**src/rtl/reaction_timer_pkg.sv**
```systemverilog
// Shared types and constants for the reaction-timer sequencer.
// Holds the FSM state encoding, default timing values and the LFSR seed/taps.
package reaction_timer_pkg;

    typedef enum logic [2:0] {
        ST_IDLE   = 3'd0,
        ST_ARMED  = 3'd1,
        ST_TIMING = 3'd2,
        ST_DONE   = 3'd3,
        ST_FAULT  = 3'd4
    } rt_state_t;

    localparam int unsigned RT_TICK_DIV     = 50000;
    localparam int unsigned RT_MIN_DELAY_MS = 1000;
    localparam int unsigned RT_RAND_BITS    = 11;
    localparam logic [13:0] RT_MAX_MS       = 14'd9999;

    localparam logic [15:0] LFSR_SEED = 16'hACE1;
    // Galois form of x^16 + x^14 + x^13 + x^11 + 1, shifting right
    localparam logic [15:0] LFSR_TAPS = 16'hB400;

    function automatic logic [15:0] lfsr_next(input logic [15:0] s);
        return {1'b0, s[15:1]} ^ (s[0] ? LFSR_TAPS : 16'h0000);
    endfunction

endpackage

```
**src/rtl/reaction_timer_ctrl_if.sv**
```systemverilog
// Bundle between the button synchronizers, the sequencer and the BCD datapath.
// master: drives go/react, observes results. slave: the sequencer itself.
interface reaction_timer_ctrl_if;
    logic        go;
    logic        react;
    logic        ms_tick;
    logic        cnt_run;
    logic        cnt_clr;
    logic        stim_led;
    logic [13:0] elapsed_ms;
    logic        done;
    logic        false_start;
    logic        timeout;
    logic [13:0] best_ms;

    modport master (
        output go, react,
        input  ms_tick, cnt_run, cnt_clr, stim_led,
        input  elapsed_ms, done, false_start, timeout, best_ms
    );

    modport slave (
        input  go, react,
        output ms_tick, cnt_run, cnt_clr, stim_led,
        output elapsed_ms, done, false_start, timeout, best_ms
    );
endinterface

```
**src/rtl/rt_lfsr16.sv**
```systemverilog
// Free-running 16-bit Galois LFSR used to randomise the pre-stimulus delay.
// Ports: clock, reset (sync, active-high, loads seed), out = current state.
module rt_lfsr16
    import reaction_timer_pkg::*;
(
    input  logic        clock,
    input  logic        reset,
    output logic [15:0] out
);
    // Non-zero seed and a maximal-length polynomial keep the state off zero.
    always_ff @(posedge clock) begin
        if (reset) out <= LFSR_SEED;
        else       out <= lfsr_next(out);
    end
endmodule

```
**src/rtl/reaction_timer_ctrl.sv**
```systemverilog
// Reaction-timer sequencer: arm on GO, random delay, light LED, time until REACT.
// Ports: clock, reset (sync, active-high), bus (reaction_timer_ctrl_if.slave):
//   go/react in; ms_tick, cnt_run, cnt_clr, stim_led, elapsed_ms, done,
//   false_start, timeout, best_ms out.
// Optional macro RT_BEST_TIME_EN: keeps a best (smallest) valid time in
//   best_ms; when undefined best_ms is tied to zero.
module reaction_timer_ctrl
    import reaction_timer_pkg::*;
#(
    parameter int unsigned TICK_DIV     = RT_TICK_DIV,
    parameter int unsigned MIN_DELAY_MS = RT_MIN_DELAY_MS,
    parameter int unsigned RAND_BITS    = RT_RAND_BITS,
    parameter logic [13:0] MAX_MS       = RT_MAX_MS
) (
    input logic                  clock,
    input logic                  reset,
    reaction_timer_ctrl_if.slave bus
);
    localparam int PW = (TICK_DIV > 1) ? $clog2(TICK_DIV) : 1;

    rt_state_t     state;
    logic [PW-1:0] presc;
    logic          tick;
    logic [15:0]   lfsr;
    logic          go_q, react_q;
    logic          go_re, react_re;
    logic [13:0]   delay;
    logic [13:0]   dly_load;
    logic [13:0]   elapsed;
    logic [13:0]   elapsed_nx;
    logic          clr_q, led_q, done_q, fs_q, to_q;
    logic          unused_lfsr;

    rt_lfsr16 u_lfsr (
        .clock (clock),
        .reset (reset),
        .out   (lfsr)
    );

    assign unused_lfsr = ^lfsr[15:RAND_BITS];

    assign tick = (presc == PW'(TICK_DIV - 1));

    always_ff @(posedge clock) begin
        if (reset)     presc <= '0;
        else if (tick) presc <= '0;
        else           presc <= presc + PW'(1);
    end

    assign go_re      = bus.go & ~go_q;
    assign react_re   = bus.react & ~react_q;
    assign dly_load   = 14'(MIN_DELAY_MS) + 14'(lfsr[RAND_BITS-1:0]);
    assign elapsed_nx = elapsed + 14'd1;

    always_ff @(posedge clock) begin
        if (reset) begin
            state   <= ST_IDLE;
            go_q    <= 1'b0;
            react_q <= 1'b0;
            delay   <= '0;
            elapsed <= '0;
            clr_q   <= 1'b0;
            led_q   <= 1'b0;
            done_q  <= 1'b0;
            fs_q    <= 1'b0;
            to_q    <= 1'b0;
        end else begin
            go_q    <= bus.go;
            react_q <= bus.react;
            clr_q   <= 1'b0;
            unique case (state)
                ST_IDLE, ST_DONE, ST_FAULT: begin
                    if (go_re) begin
                        state   <= ST_ARMED;
                        delay   <= dly_load;
                        elapsed <= '0;
                        clr_q   <= 1'b1;
                        done_q  <= 1'b0;
                        fs_q    <= 1'b0;
                        to_q    <= 1'b0;
                    end
                end
                ST_ARMED: begin
                    // An early press wins over a delay expiring this cycle.
                    if (react_re) begin
                        state <= ST_FAULT;
                        fs_q  <= 1'b1;
                    end else if (tick) begin
                        if (delay == '0) begin
                            state <= ST_TIMING;
                            led_q <= 1'b1;
                        end else begin
                            delay <= delay - 14'd1;
                        end
                    end
                end
                ST_TIMING: begin
                    // A press freezes the count; a coincident tick is dropped.
                    if (react_re) begin
                        state  <= ST_DONE;
                        led_q  <= 1'b0;
                        done_q <= 1'b1;
                    end else if (tick) begin
                        elapsed <= elapsed_nx;
                        if (elapsed_nx >= MAX_MS) begin
                            state  <= ST_DONE;
                            led_q  <= 1'b0;
                            done_q <= 1'b1;
                            to_q   <= 1'b1;
                        end
                    end
                end
                default: state <= ST_IDLE;
            endcase
        end
    end

    assign bus.ms_tick     = tick;
    assign bus.cnt_run     = led_q & tick;
    assign bus.cnt_clr     = clr_q;
    assign bus.stim_led    = led_q;
    assign bus.elapsed_ms  = elapsed;
    assign bus.done        = done_q;
    assign bus.false_start = fs_q;
    assign bus.timeout     = to_q;

`ifdef RT_BEST_TIME_EN
    logic        new_res;
    logic [13:0] best_q;

    // new_res marks the first DONE cycle of a REACT-terminated trial,
    // so the compare sees the frozen elapsed value.
    always_ff @(posedge clock) begin
        if (reset) begin
            new_res <= 1'b0;
            best_q  <= MAX_MS;
        end else begin
            new_res <= (state == ST_TIMING) && react_re;
            if (new_res && !to_q && (elapsed < best_q))
                best_q <= elapsed;
        end
    end

    assign bus.best_ms = best_q;
`else
    assign bus.best_ms = 14'd0;
`endif

endmodule

```
**src/flat_wrapper.sv**
```systemverilog
// flat-port wrapper written by rule: the top's interface ports become plain ports
module reaction_timer_ctrl_flat import reaction_timer_pkg::*;
#(
    parameter int unsigned TICK_DIV     = RT_TICK_DIV,
    parameter int unsigned MIN_DELAY_MS = RT_MIN_DELAY_MS,
    parameter int unsigned RAND_BITS    = RT_RAND_BITS,
    parameter logic [13:0] MAX_MS       = RT_MAX_MS
)
  (clock, reset, bus_go, bus_react, bus_ms_tick, bus_cnt_run, bus_cnt_clr, bus_stim_led, bus_elapsed_ms, bus_done, bus_false_start, bus_timeout, bus_best_ms);
  reaction_timer_ctrl_if bus_i ();
  input logic clock;
  input logic reset;
  input wire logic [$bits(bus_i.go)-1:0] bus_go;
  input wire logic [$bits(bus_i.react)-1:0] bus_react;
  output wire logic [$bits(bus_i.ms_tick)-1:0] bus_ms_tick;
  output wire logic [$bits(bus_i.cnt_run)-1:0] bus_cnt_run;
  output wire logic [$bits(bus_i.cnt_clr)-1:0] bus_cnt_clr;
  output wire logic [$bits(bus_i.stim_led)-1:0] bus_stim_led;
  output wire logic [$bits(bus_i.elapsed_ms)-1:0] bus_elapsed_ms;
  output wire logic [$bits(bus_i.done)-1:0] bus_done;
  output wire logic [$bits(bus_i.false_start)-1:0] bus_false_start;
  output wire logic [$bits(bus_i.timeout)-1:0] bus_timeout;
  output wire logic [$bits(bus_i.best_ms)-1:0] bus_best_ms;
  assign bus_i.go = bus_go;
  assign bus_i.react = bus_react;
  assign bus_ms_tick = bus_i.ms_tick;
  assign bus_cnt_run = bus_i.cnt_run;
  assign bus_cnt_clr = bus_i.cnt_clr;
  assign bus_stim_led = bus_i.stim_led;
  assign bus_elapsed_ms = bus_i.elapsed_ms;
  assign bus_done = bus_i.done;
  assign bus_false_start = bus_i.false_start;
  assign bus_timeout = bus_i.timeout;
  assign bus_best_ms = bus_i.best_ms;
  reaction_timer_ctrl #(.TICK_DIV(TICK_DIV), .MIN_DELAY_MS(MIN_DELAY_MS), .RAND_BITS(RAND_BITS), .MAX_MS(MAX_MS)) u_core (.clock(clock), .reset(reset), .bus(bus_i));
endmodule
```
**config.mk**
```make
export PLATFORM = sky130hd
export DESIGN_NAME = reaction_timer_ctrl_flat
export DESIGN_NICKNAME = d
export VERILOG_FILES = /design/src/rtl/reaction_timer_pkg.sv /design/src/rtl/reaction_timer_ctrl_if.sv /design/src/rtl/rt_lfsr16.sv /design/src/rtl/reaction_timer_ctrl.sv /design/src/flat_wrapper.sv
export SDC_FILE = /design/constraint.sdc
export NUM_CORES = 1
export LEC_CHECK = 0
export ABC_AREA = 0
export BUFFER_PORTS_ARGS = -buffer_cell sky130_fd_sc_hd__buf_2
export CAP_MARGIN = 10
export CORE_AREA = 2 2 109 111
export DETAILED_ROUTE_END_ITERATION = 10
export DIE_AREA = 0 0 111 113
export SLEW_MARGIN = 20
export SYNTH_ARGS = -nofsm -noshare
export SYNTH_HDL_FRONTEND = slang
export SYNTH_SLANG_ARGS = --single-unit
```
**constraint.sdc**
```tcl
create_clock -name clock -period 3.95 [get_ports clock]
set_input_delay 0.1975 -clock clock [delete_from_list [all_inputs] [get_ports clock]]
set_output_delay 0.1975 -clock clock [all_outputs]
set_load 0.05 [all_outputs]
```
Yosys cells after proc, flatten, opt, wreduce, memory -nomap -nowiden
Cells that the tools add are included.
{"block": "word_totals", "out_inout_bits": 35, "in_bits": 4, "register_bits": 70, "wordCells": 92}
{"block": "classes", "n_lt_le_gt_ge": 1, "n_reduce_logical": 15, "eq_ne": 18, "bitwise_logic": 7, "addsub": 4, "n_mux": 35}
{"op": "2-to-1 mux 14 bit", "n": 7}
{"op": "case mux 14 bit (2 select lines)", "n": 2}
{"op": "2-to-1 mux 3 bit", "n": 7}
{"op": "adder 16 x 1 -> 16 bit, second input constant", "n": 1}
{"op": "== test 16 bit, second input constant", "n": 1}
{"op": "2-to-1 mux 16 bit", "n": 1}
{"op": "bitwise XOR 15 x 16 -> 16 bit", "n": 1}
{"op": "AND reduction 5 bit", "n": 3}
{"op": "adder 14 x 1 -> 14 bit, second input constant", "n": 1}
{"op": "greater-or-equal comparator 14 bit, second input constant", "n": 1}
{"op": "logical NOT 14 bit", "n": 1}
{"op": "subtractor 14 x 1 -> 14 bit, second input constant", "n": 1}
{"op": "2-to-1 mux 1 bit", "n": 13}
{"op": "adder 10 x 11 -> 12 bit, first input constant", "n": 1}
{"op": "inequality test 2 x 1 -> 1 bit, second input constant", "n": 6}
{"op": "inequality test 3 x 1 -> 1 bit, second input constant", "n": 4}
{"op": "case mux 3 bit (3 select lines)", "n": 1}
{"op": "case mux 1 bit (2 select lines)", "n": 4}
{"op": "AND reduction 4 bit", "n": 2}
{"op": "== test 3 x 2 -> 1 bit, second input constant", "n": 2}
{"op": "inequality test 2 bit, second input constant", "n": 3}
{"op": "AND reduction 6 bit", "n": 1}
{"op": "nonzero test 2 bit", "n": 3}
{"op": "OR reduction 2 bit", "n": 2}
{"op": "7 further kinds", "n": 11}

Logic depth before layout (Yosys ltp)
Gate-level depths: netlist (run 1).
{"block": "logic_depth", "depth_word": 6, "mapped_depth": 11, "ltp_nobuf": 9}

Modules after synthesis
A second synthesis (run 1) with hierarchy kept.
{"block": "hier_totals", "cells_unflattened": 434, "hier_area_um2": 3628.5}
{"module": "reaction_timer_ctrl", "area_each_um2": 3165.5, "cells_each": 398, "n_inst": 1, "seq_area_each_um2": 1081.0}
{"module": "rt_lfsr16", "area_each_um2": 462.9, "cells_each": 36, "n_inst": 1, "seq_area_each_um2": 320.3}

Least setup slack after synthesis (run 1)
Ideal clock, no wire load.
{"block": "synth_timing", "path_type": "register -> register", "from": "reg u_core.elapsed[0] (netlist: u_core.bus.elapsed_ms[0])", "to": "reg u_core.state[2]", "stages_incl_launch_ff": 10, "setup_time_ps": 116, "path_slack_ps": 1181, "t_required_ps": 3834, "period_less_slack_ps": 2769, "n_path_buf": 1, "arrival_ps": 2654, "cell_sequence": "dfxtp_1 > ha_1 > and4_1 > buf_4 > a211oi_2 > a41o_1 > a311oi_2 > o211ai_2 > a221o_1 > a31o_1"}
{"block": "synth_between", "elab_chain_cells": 4}
{"item": "start: declaration", "line_no": "reaction_timer_ctrl.sv:29", "text": "logic [13:0] elapsed;"}
{"item": "start signal: assignment", "line_no": "reaction_timer_ctrl.sv:104", "text": "elapsed <= elapsed_nx;"}
{"item": "adder 14 x 1 -> 14 bit", "line_no": "reaction_timer_ctrl.sv:53", "text": "assign elapsed_nx = elapsed + 14'd1;"}
{"item": "greater-or-equal comparator 14 bit", "line_no": "reaction_timer_ctrl.sv:105", "text": "if (elapsed_nx >= MAX_MS) begin"}
{"item": "inequality test 3 x 1 -> 1 bit (no source line)"}
{"item": "AND reduction 5 bit (no source line)"}
{"item": "end signal: assignment", "line_no": "reaction_timer_ctrl.sv:57", "text": "state <= ST_IDLE;"}
{"item": "end signal: assignment", "line_no": "reaction_timer_ctrl.sv:106", "text": "state <= ST_DONE;"}
{"item": "end signal: assignment", "line_no": "reaction_timer_ctrl.sv:113", "text": "default: state <= ST_IDLE;"}
{"item": "end: declaration", "line_no": "reaction_timer_ctrl.sv:21", "text": "rt_state_t state;"}
No other way between the ends.
A chain may end at the register's enable or synchronous reset.

Worst setup path in the final report (run 1)
{"block": "layout_timing", "from": "reg u_core.elapsed[1] (netlist: u_core.bus.elapsed_ms[1])", "to": "reg u_core.state[2]"}
The elaborated chain is that of the path after synthesis.

==> impl_metrics.yaml, run 1 <==
critical_path:
  worstPathArrival_ns: 2.89
  cp-start-kind: "flip-flop"
  criticalPathCategory: "reg2reg"
  crit_fanout: 8
  crit_required_ns: 4.17
  cp-end-kind: "flip-flop"
synthesis:
  synthCells: 437
  synth_edf_count: 0
  synth_async_sr_flop_share_pct: 0
  syn_area_per_cell_um2: 8.36
  ys_warn_count: 0
  synth_top_cell_by_area: "dfxtp_1"
  synth_cell_type_count: 67
  synthFlopType: "dfxtp_1"
  synth_top_area_share_pct: 38.3
  synth-seq-cells: 70
  synth_area_um2: 3650
  seq_area_frac_synth_pct: 38.3
  synth_area_leaders: "dfxtp_1, nor2_1, a21oi_1"
clock_tree:
  cts_setup_buffers: 0
  numCtsBuffers: 9
  clk_latency_ns: 0.33
  cts_hold_buf: 0
  cts_tree: "built"
  cts_resized: 0
  htree_levels: 3
  clock-root-buffer: "clkbuf_16"
  cts_buffer_depth: 2
  cts.clk_slew.worst_paths_ns: 0.06
  cts.sinks: 70
sta:
  min_period_ns: 2.68
  rsz0062_at_grt: "false"
  tightest_slew_ns: 0.703
  post-route-period-util_pct: 67.8
  setup_viol: 0
  maxSlewHeadroom_pct: 52.7
  totalNegativeSetupSlack_ns: 0
  maxSlewViolCount: 0
  fin_skew_ns: 0.0106
  final_hold_viol_count: 0
  fmax_ghz: 0.374
  setup_slack_ns: 1.27
drt:
  wl_per_cell_um: 12.9
  routed_wl_um: 7700
  via_count: 3034
  viasPerCell: 5.07
  ant_nets: 0
  drt_iter0_drc: 168
  route.detailed.drc: 0
  drt-pass1-iter-count: 6
finish:
  drive_gt1_share_pct: 15.8
  antenna_cells: 0
  instances_no_fill: 599
  nets: 460
  area_growth_pct: 12.1
placement:
  port-buffer-count: 24
  place_hpwl_um: 5200
  dp.cells: 583
  place.gp.congestion: 0.838
  dp_slack_ns: 1.12
floorplanning:
  core_um2: 11300
  initial_utilization_pct: 32.4
  die_h_um: 113
  die_w_um: 111
  ios: 39
  dieArea_um2: 12500
  rows: 39
grt:
  grt_pass1_wl_um: 13300
  antenna_found_initial: 0
  grt_usage_pct: 12.7
  grt_pass1_vias: 2809
  grt_max_degree: 50
  gr-total-overflow: 0
power:
  power_per_cell_area_nw_per_um2: 618
  finalPower_mw: 2.53
  cellLeakagePower_nw: 1.58
  vdd_drop_max_v: 0.000339
worst_hold_path:
  hold_class: "in2reg"
run_status:
  outcome: "finished, final reports clean"
flow_run:
  maxCapViolCount: 0
==> power breakdown <==
part / leakage, nW / total, mW / switching [mW] / internal [mW]
Sequential: 0.573 / 0.888 / 0.0867 / 0.802
Clock: 0.142 / 0.765 / 0.291 / 0.474
Combinational: 0.865 / 0.881 / 0.571 / 0.310
==> flip-flops by register name (all words and copies together) (netlist names) <==
signal,count
u_core.bus.cnt_clr,1
u_core.bus.done,1
u_core.bus.elapsed_ms,14
u_core.bus.false_start,1
u_core.bus.stim_led,1
u_core.bus.timeout,1
u_core.delay,14
u_core.go_q,1
u_core.presc,16
u_core.react_q,1
u_core.state,3
u_core.u_lfsr.out,16
==> routing by layer <==
metal / up-vias / share of wire (%) / track usage [%]
li1: 1538 / - / -
met1: 1432 / 49 / 17.0
met2: 54 / 45 / 20.0
met3: 10 / 3.6 / 2.52
met4: 0 / 1.9 / 5.67
met5: - / 0 / 0
==> cells in the mapped netlist (all sizes together), types with 2 or more instances <==
cell and count:
a21boi 2, dfxtp 70, nand4 4, and3 9
a21oi 31, o211ai 2, a311oi 2, a31oi 5
a211oi 5, xor2 14, and4b 2, nor2b 13
nor3b 2, or2 9, o21ai 32, nand3b 3
and2 2, a221oi 2, nor2 52, buf 24
nand2 38, nor3 11, a22oi 4, nand2b 6
o21ba 2, o32ai 2, clkbuf 12, ha 5
or3 11, xnor2 13, nand3 11, nor4 2
inv 9, and4 2, or4 4
==> through the flow <==
stage,utilization [%],hold WS [ns],cell area [µm²]
global route,36.4,0.143,4100
detailed placement,33.7,0.418,3800
CTS,36.3,0.108,4090
global placement,33.7,0.403,3800
floorplan,-,0.326,3700
finish,36.4,0.110,4100
==> cells in the final DEF (no fill, tap or decap), types with 5 or more instances in the layout <==
| cell type | instances |
|---|---|
| nand3_1 | 11 |
| nand2_1 | 38 |
| a21oi_1 | 31 |
| clkbuf_16 | 9 |
| ha_1 | 5 |
| xnor2_1 | 12 |
| dfxtp_1 | 70 |
| inv_1 | 8 |
| buf_2 | 24 |
| or3_1 | 11 |
| nor2b_1 | 13 |
| conb_1 | 14 |
| nand2b_1 | 6 |
| a31oi_1 | 5 |
| nor2_1 | 51 |
| xor2_1 | 14 |
| or2_2 | 9 |
| o21ai_0 | 31 |
| nor3_1 | 10 |
| and3_1 | 8 |
==> worst max-delay path: stages (launching register included) <==
cell and delay, ns:
dfxtp_1 0.44, ha_1 0.37, and4_1 0.35, nand3_1 0.13
xor2_1 0.20, a311oi_2 0.27, o211ai_2 0.16, a221o_1 0.43
a31o_1 0.23
==> path summary, 6_finish.rpt <==
check | depth (start not counted) | to | slack (ns) | from
hold / removal | 2 | u_core.go_q | 0.11 | bus_go
setup reg to reg | 8 | u_core.state[2] | 1.27 | u_core.bus.elapsed_ms[1]
setup / recovery | 8 | u_core.state[2] | 1.27 | u_core.bus.elapsed_ms[1]
hold reg to reg | 1 | u_core.u_lfsr.out[11] | 0.44 | u_core.u_lfsr.out[12]
==> logic make-up (layout without fill, tap and decap cells) <==
family                     count (synthesis)  in the layout  share of synthesized area [%]
xor gates and xnor gates                  27             27                           6.68
DFF                                       70             70                           38.3
muxes                                      1              1                          0.274
buffers and inverters                     45             51                           6.81
AOI/OAI and AO/OA                        100            100                           18.4
adders and majority gates                  5              5                           1.71
other                                      1             14                          0.103
and+or+nand+nor                          188            188                           27.7
==> cell type report <==
cell class	count	area, µm²
fillers	1165	7170
inverters	9	33.8
multi-input cells	335	2060
repair buffers	26	135
flip-flops and latches	70	1400
clock buffers	13	270
clock inverters	3	17.5
well taps	143	179
Power figures use the tool's default switching activity.
==> run 2: changes to the inputs <==
==> constraint.sdc (replaced) <==
create_clock -name clock -period 2.24 [get_ports clock]
set_input_delay 0.112 -clock clock [delete_from_list [all_inputs] [get_ports clock]]
set_output_delay 0.112 -clock clock [all_outputs]
set_load 0.05 [all_outputs]
==> run 2 against run 1 <==
The flow now finishes with violations (setup timing). Global-route usage rose by 1.7 points. First-iteration DRC count fell by 42%. Design area rose by 15%. Clock skew fell by 0.0027 ns. Non-clock buffer count rose by 56. Sequential power rose by 75%. Maximum frequency rose by 16%. Sequential share of layout area fell by 4.0 points. Cell count rose by 9.3%. Register-to-register slack got worse by 1.3 ns. Wire length rose by 16%.
==> impl_metrics.yaml, run 2 (synthesized netlist as in run 1, its figures left out) <==
finish:
  antenna_cells: 0
  regArea_um2: 1430
  layout_commonest_cell: "dfxtp_1"
  top_regs: "u_core.presc x16, u_core.u_lfsr.out x16"
  multi_input_area_um2: 2210
  drive_gt1_share_pct: 33.8
  nFillCells: 1094
  final_cell_mix: "dfxtp_1, buf_4, nor2_1, nand2_1"
  area_growth_pct: 29.3
  instances_no_fill: 655
  postLayoutCoreUtil_pct: 41.9
  nets: 516
sta:
  post-route-period-util_pct: 103
  maxSlewHeadroom_pct: 64.1
  setup_viol: 10
  setup_slack_ns: -0.0634
  rsz0062_at_grt: "true"
  totalNegativeSetupSlack_ns: -0.221
  maxSlewViolCount: 0
  fin_skew_ns: 0.00786
  final_hold_viol_count: 0
  tightest_slew_ns: 0.525
  fmax_ghz: 0.434
  min_period_ns: 2.30
drt:
  route.detailed.drc: 0
  wl_per_cell_um: 13.7
  routed_wl_um: 8950
  via_count: 3325
  drt-pass1-iter-count: 4
  ant_nets: 0
  viasPerCell: 5.08
  drt_iter0_drc: 98
critical_path:
  worstPathArrival_ns: 2.49
  cp-end-kind: "flip-flop"
  crit_fanout: 8
  crit_required_ns: 2.42
  criticalPathCategory: "reg2reg"
  cp-start-kind: "flip-flop"
clock_tree:
  clk_latency_ns: 0.32
  cts_tree: "built"
  cts.sinks: 70
  htree_levels: 3
  clock-root-buffer: "clkbuf_16"
  cts_hold_buf: 0
  numCtsBuffers: 9
  cts.clk_slew.worst_paths_ns: 0.06
  cts_buffer_depth: 2
worst_hold_path:
  hold_class: "in2reg"
floorplanning:
  rows: 39
  dieArea_um2: 12500
  ios: 39
  die_w_um: 111
  die_h_um: 113
  initial_utilization_pct: 32.4
  core_um2: 11300
grt:
  antenna_found_initial: 0
  gr-total-overflow: 0
  grt_usage_pct: 14.4
  grt_pass1_vias: 3133
  grt_max_degree: 49
  grt_pass1_wl_um: 15000
run_status:
  violations: "setup timing"
  outcome: "finished, violations left"
flow_run:
  maxCapViolCount: 0
placement:
  port-buffer-count: 24
  place.gp.congestion: 0.802
  dp.cells: 628
  place_hpwl_um: 5980
power:
  power_per_cell_area_nw_per_um2: 1120
  vdd_drop_max_v: 0.000962
  cellLeakagePower_nw: 1.90
## run 2: changes by cell type in the layout (fill, tap and decap cells not counted), sizes merged
| cell | previous run | this run |
|---|---|---|
| buf | 26 | 82 |
| bufinv | 0 | 1 |
| clkbuf | 13 | 12 |
| clkinv | 2 | 3 |
| clkinvlp | 1 | 0 |
## run 2: power by group
part           switching, mW  total [mW]  internal (mW)
clock                  0.514        1.43          0.917
combinational           1.31        2.32           1.02
sequential             0.138        1.55           1.41
## run 2: final cells by class
class,instances,area share (%)
sequential,70,30.2
clock buffer,12,5.43
multi-input combinational,335,46.7
inverter,9,0.768
tap,143,3.79
clock inverter,4,0.953
timing repair buffer,82,12.2
## run 2: what timing repair did
action / in CTS / in global routing
resized for setup: 15 / 25
endpoints found under the setup margin: 21 / 27
gates cloned: 0 / 0
pin swaps: 17 / 12
setup buffers: 5 / 6
## run 2: worst max-delay path: stages, from the launching register on
cell      delay [ns]
dfxtp_2         0.32
inv_2           0.07
ha_4            0.13
or3b_4          0.37
or4_4           0.53
o211ai_2        0.20
a21boi_4        0.14
buf_6           0.17
a32oi_1         0.17
nor2_1          0.06
## run 2: layer usage
layer  routed length, µm  vias up  global-route usage [%]
li1                    -     1654                       -
met1                4150     1604                    19.1
met2                4340       55                    23.4
met3                 299       12                    2.46
met4                 161        0                    6.00
met5                   0        -                       0
## run 2: worst paths after layout
kind	from	end	slack [ns]	depth (start not counted)
worst min-delay path	bus_go	u_core.go_q	0.05	2
worst max-delay path	u_core.delay[0]	u_core.delay[3]	-0.06	9
worst min register to register	u_core.u_lfsr.out[12]	u_core.u_lfsr.out[11]	0.41	1
worst max register to register	u_core.delay[0]	u_core.delay[3]	-0.06	9
## run 2: stage by stage
step	setup slack, ns	power, mW	hold WS [ns]	instance area, µm²
after floorplan	-0.0787	3.03	0.240	3790
after global placement	-0.0995	3.49	0.352	4220
after detailed placement	-0.144	3.53	0.384	4220
after CTS	-0.0823	5.12	0.0479	4590
after global routing	-0.113	5.63	0.0616	4730
final	-0.0634	5.30	0.0452	4730
==> run 3: changes to the inputs <==
--- a/config.mk
+++ b/config.mk
@@ -8,9 +8,12 @@
 export ABC_AREA = 0
 export BUFFER_PORTS_ARGS = -buffer_cell sky130_fd_sc_hd__buf_2
 export CAP_MARGIN = 10
-export CORE_AREA = 2 2 109 111
+export CELL_PAD_IN_SITES_DETAIL_PLACEMENT = 1
+export CELL_PAD_IN_SITES_GLOBAL_PLACEMENT = 2
+export CORE_AREA = 2 2 110 112
 export DETAILED_ROUTE_END_ITERATION = 10
-export DIE_AREA = 0 0 111 113
+export DIE_AREA = 0 0 112 114
+export PLACE_DENSITY_LB_ADDON = 0.1
 export SLEW_MARGIN = 20
 export SYNTH_ARGS = -nofsm -noshare
 export SYNTH_HDL_FRONTEND = slang
==> run 3 against run 2 <==
The flow still finishes with violations (setup timing). Maximum frequency is 0.90% higher. Via count grew 2.1%. Utilization rose by 0.74 points. Highest routed layer unchanged. Register-to-register slack improved by 0.02 ns. Sequential power about the same. Wire length rose by 16%. Clock skew is 0.0024 ns lower. Critical path type unchanged.
==> impl_metrics.yaml, run 3 (synthesized netlist as in run 1, its figures left out) <==
run_status:
  outcome: "finished, violations left"
  violations: "setup timing"
placement:
  dp.cells: 650
  place.gp.congestion: 0.757
  place_hpwl_um: 7030
  port-buffer-count: 24
  place_area_um2: 4370
  dp_slack_ns: -0.182
grt:
  grt_pass1_wl_um: 16900
  grt_max_degree: 49
  grt_usage_pct: 16.7
  gr-total-overflow: 0
  antenna_found_initial: 0
  grt_pass1_vias: 3436
sta:
  fmax_ghz: 0.438
  tightest_slew_ns: 0.632
  setup_viol: 11
  min_period_ns: 2.28
  setup_slack_ns: -0.0429
  fin_skew_ns: 0.00542
  post-route-period-util_pct: 102
  maxSlewViolCount: 0
  final_hold_viol_count: 0
  holdWs_ns: 0.0391
  rsz0062_at_grt: "true"
  maxSlewHeadroom_pct: 57.9
critical_path:
  crit_slowest_cell: "or4_4"
  worstPathArrival_ns: 2.52
  cpLargestDelayFamily: "simple AND/OR/NAND/NOR gates"
  rr_worst_depth: 9
  criticalPathCategory: "reg2reg"
  r2r-start: "u_core.delay[1]"
  worst_r2r_endpoint: "u_core.state[0]"
  crit_required_ns: 2.48
  cp_slowest_stage_delay_ns: 0.46
  crit_path_cell_trace: "inv_2 -> ha_4 -> or3b_4 -> or4_4 -> buf_6 -> nor2_4 -> nand2_1 -> a221o_1 -> a22o_1"
  reg2reg_slack_ns: -0.04
  cp-end-kind: "flip-flop"
  cp-start-kind: "flip-flop"
  path_buf_inv: 2
  crit_fanout: 3
finish:
  final_area_um2: 5000
  top_regs: "u_core.presc x16, u_core.u_lfsr.out x16"
  instances_no_fill: 680
  postLayoutCoreUtil_pct: 42.7
  nFillCells: 1373
  area_growth_pct: 36.7
  antenna_cells: 0
  final_cell_mix: "buf_4, dfxtp_1, nor2_1, nand2_1, o21ai_0"
  nets: 537
  layout_commonest_cell: "buf_4"
  drive_gt1_share_pct: 37.0
worst_hold_path:
  hold_end: "u_core.react_q"
  hp-start: "bus_react"
  hold_path_depth: 2
  hold_class: "in2reg"
drt:
  via_count: 3396
  route.detailed.drc: 0
  drt_iter0_drc: 93
  routed_wl_um: 10400
  wl_per_cell_um: 15.3
  viasPerCell: 4.99
  ant_nets: 0
  drt-pass1-iter-count: 4
clock_tree:
  cts.clk_slew.worst_paths_ns: 0.06
  numCtsBuffers: 9
  clk_latency_ns: 0.35
  cts_tree: "built"
  cts.sinks: 70
  htree_levels: 3
  clock-root-buffer: "clkbuf_16"
  cts_buffer_depth: 2
floorplanning:
  initial_utilization_pct: 31.2
  die_h_um: 114
  ios: 39
  rows: 40
  dieArea_um2: 12800
  die_w_um: 112
  core_um2: 11700
power:
  cellLeakagePower_nw: 2.03
  power_per_cell_area_nw_per_um2: 1140
  vdd_drop_max_v: 0.000580
flow_run:
  maxCapViolCount: 0
## run 3: worst reg2reg max path: stages (launching register included)
cell and delay, ns:
dfxtp_2 0.32, inv_2 0.07, ha_4 0.13, or3b_4 0.38, or4_4 0.46, buf_6 0.14
nor2_4 0.07, nand2_1 0.06, a221o_1 0.36, a22o_1 0.19
## run 3: through the flow
| stage | TNS, ns | power [mW] |
|---|---|---|
| after floorplan | -0.167 | 3.03 |
| after global placement | -1.38 | 3.67 |
| after detailed placement | -2.50 | 3.71 |
| after CTS | -0.0612 | 5.46 |
| after global routing | -1.49 | 6.06 |
| final | -0.252 | 5.68 |
## run 3: how the worst max path moves through the flow
stage | startpoint | end | slack, ns | depth (start not counted)
global placement | u_core.bus.elapsed_ms[1] | u_core.state[2] | -0.13 | 8
floorplan | u_core.bus.elapsed_ms[1] | u_core.state[2] | -0.08 | 9
detailed placement | u_core.presc[14] | u_core.delay[6] | -0.18 | 8
finish | u_core.delay[1] | u_core.state[0] | -0.04 | 9
global route | u_core.delay[1] | u_core.delay[12] | -0.13 | 10
CTS | u_core.delay[1] | u_core.state[0] | -0.03 | 9
## run 3: report_power, final
part           switching, mW  total (mW)  internal [mW]
combinational           1.39        2.58           1.19
sequential             0.125        1.54           1.41
clock                  0.566        1.57           1.00
## run 3: layer usage
| metal | global-route usage (%) | up-vias | wire length (µm) |
|---|---|---|---|
| met1 | 20.5 | 1668 | 4800 |
| met5 | 0 | - | 0 |
| met4 | 5.37 | 0 | 140 |
| met2 | 28.6 | 34 | 5170 |
| met3 | 4.30 | 9 | 287 |
| li1 | - | 1685 | - |
## run 3: cell type report
cell class,instances,area [µm²],share of cell area [%]
multi-input cells,336,2270,45.5
flip-flops and latches,70,1430,28.6
repair buffers,102,751,15.0
clock buffers,10,239,4.78
well taps,147,184,3.68
clock inverters,6,85.1,1.70
inverters,9,36.3,0.726
## run 3: timing repair
item / 4_1_cts / 5_1_grt
pin swaps: 10 / 10
cloned: 0 / 1
hold buffers: 1 / 0
hold endpoints to repair: 1 / 0
gates resized for setup: 9 / 36
setup buffers: 6 / 6
endpoints found under the setup margin: 22 / 23
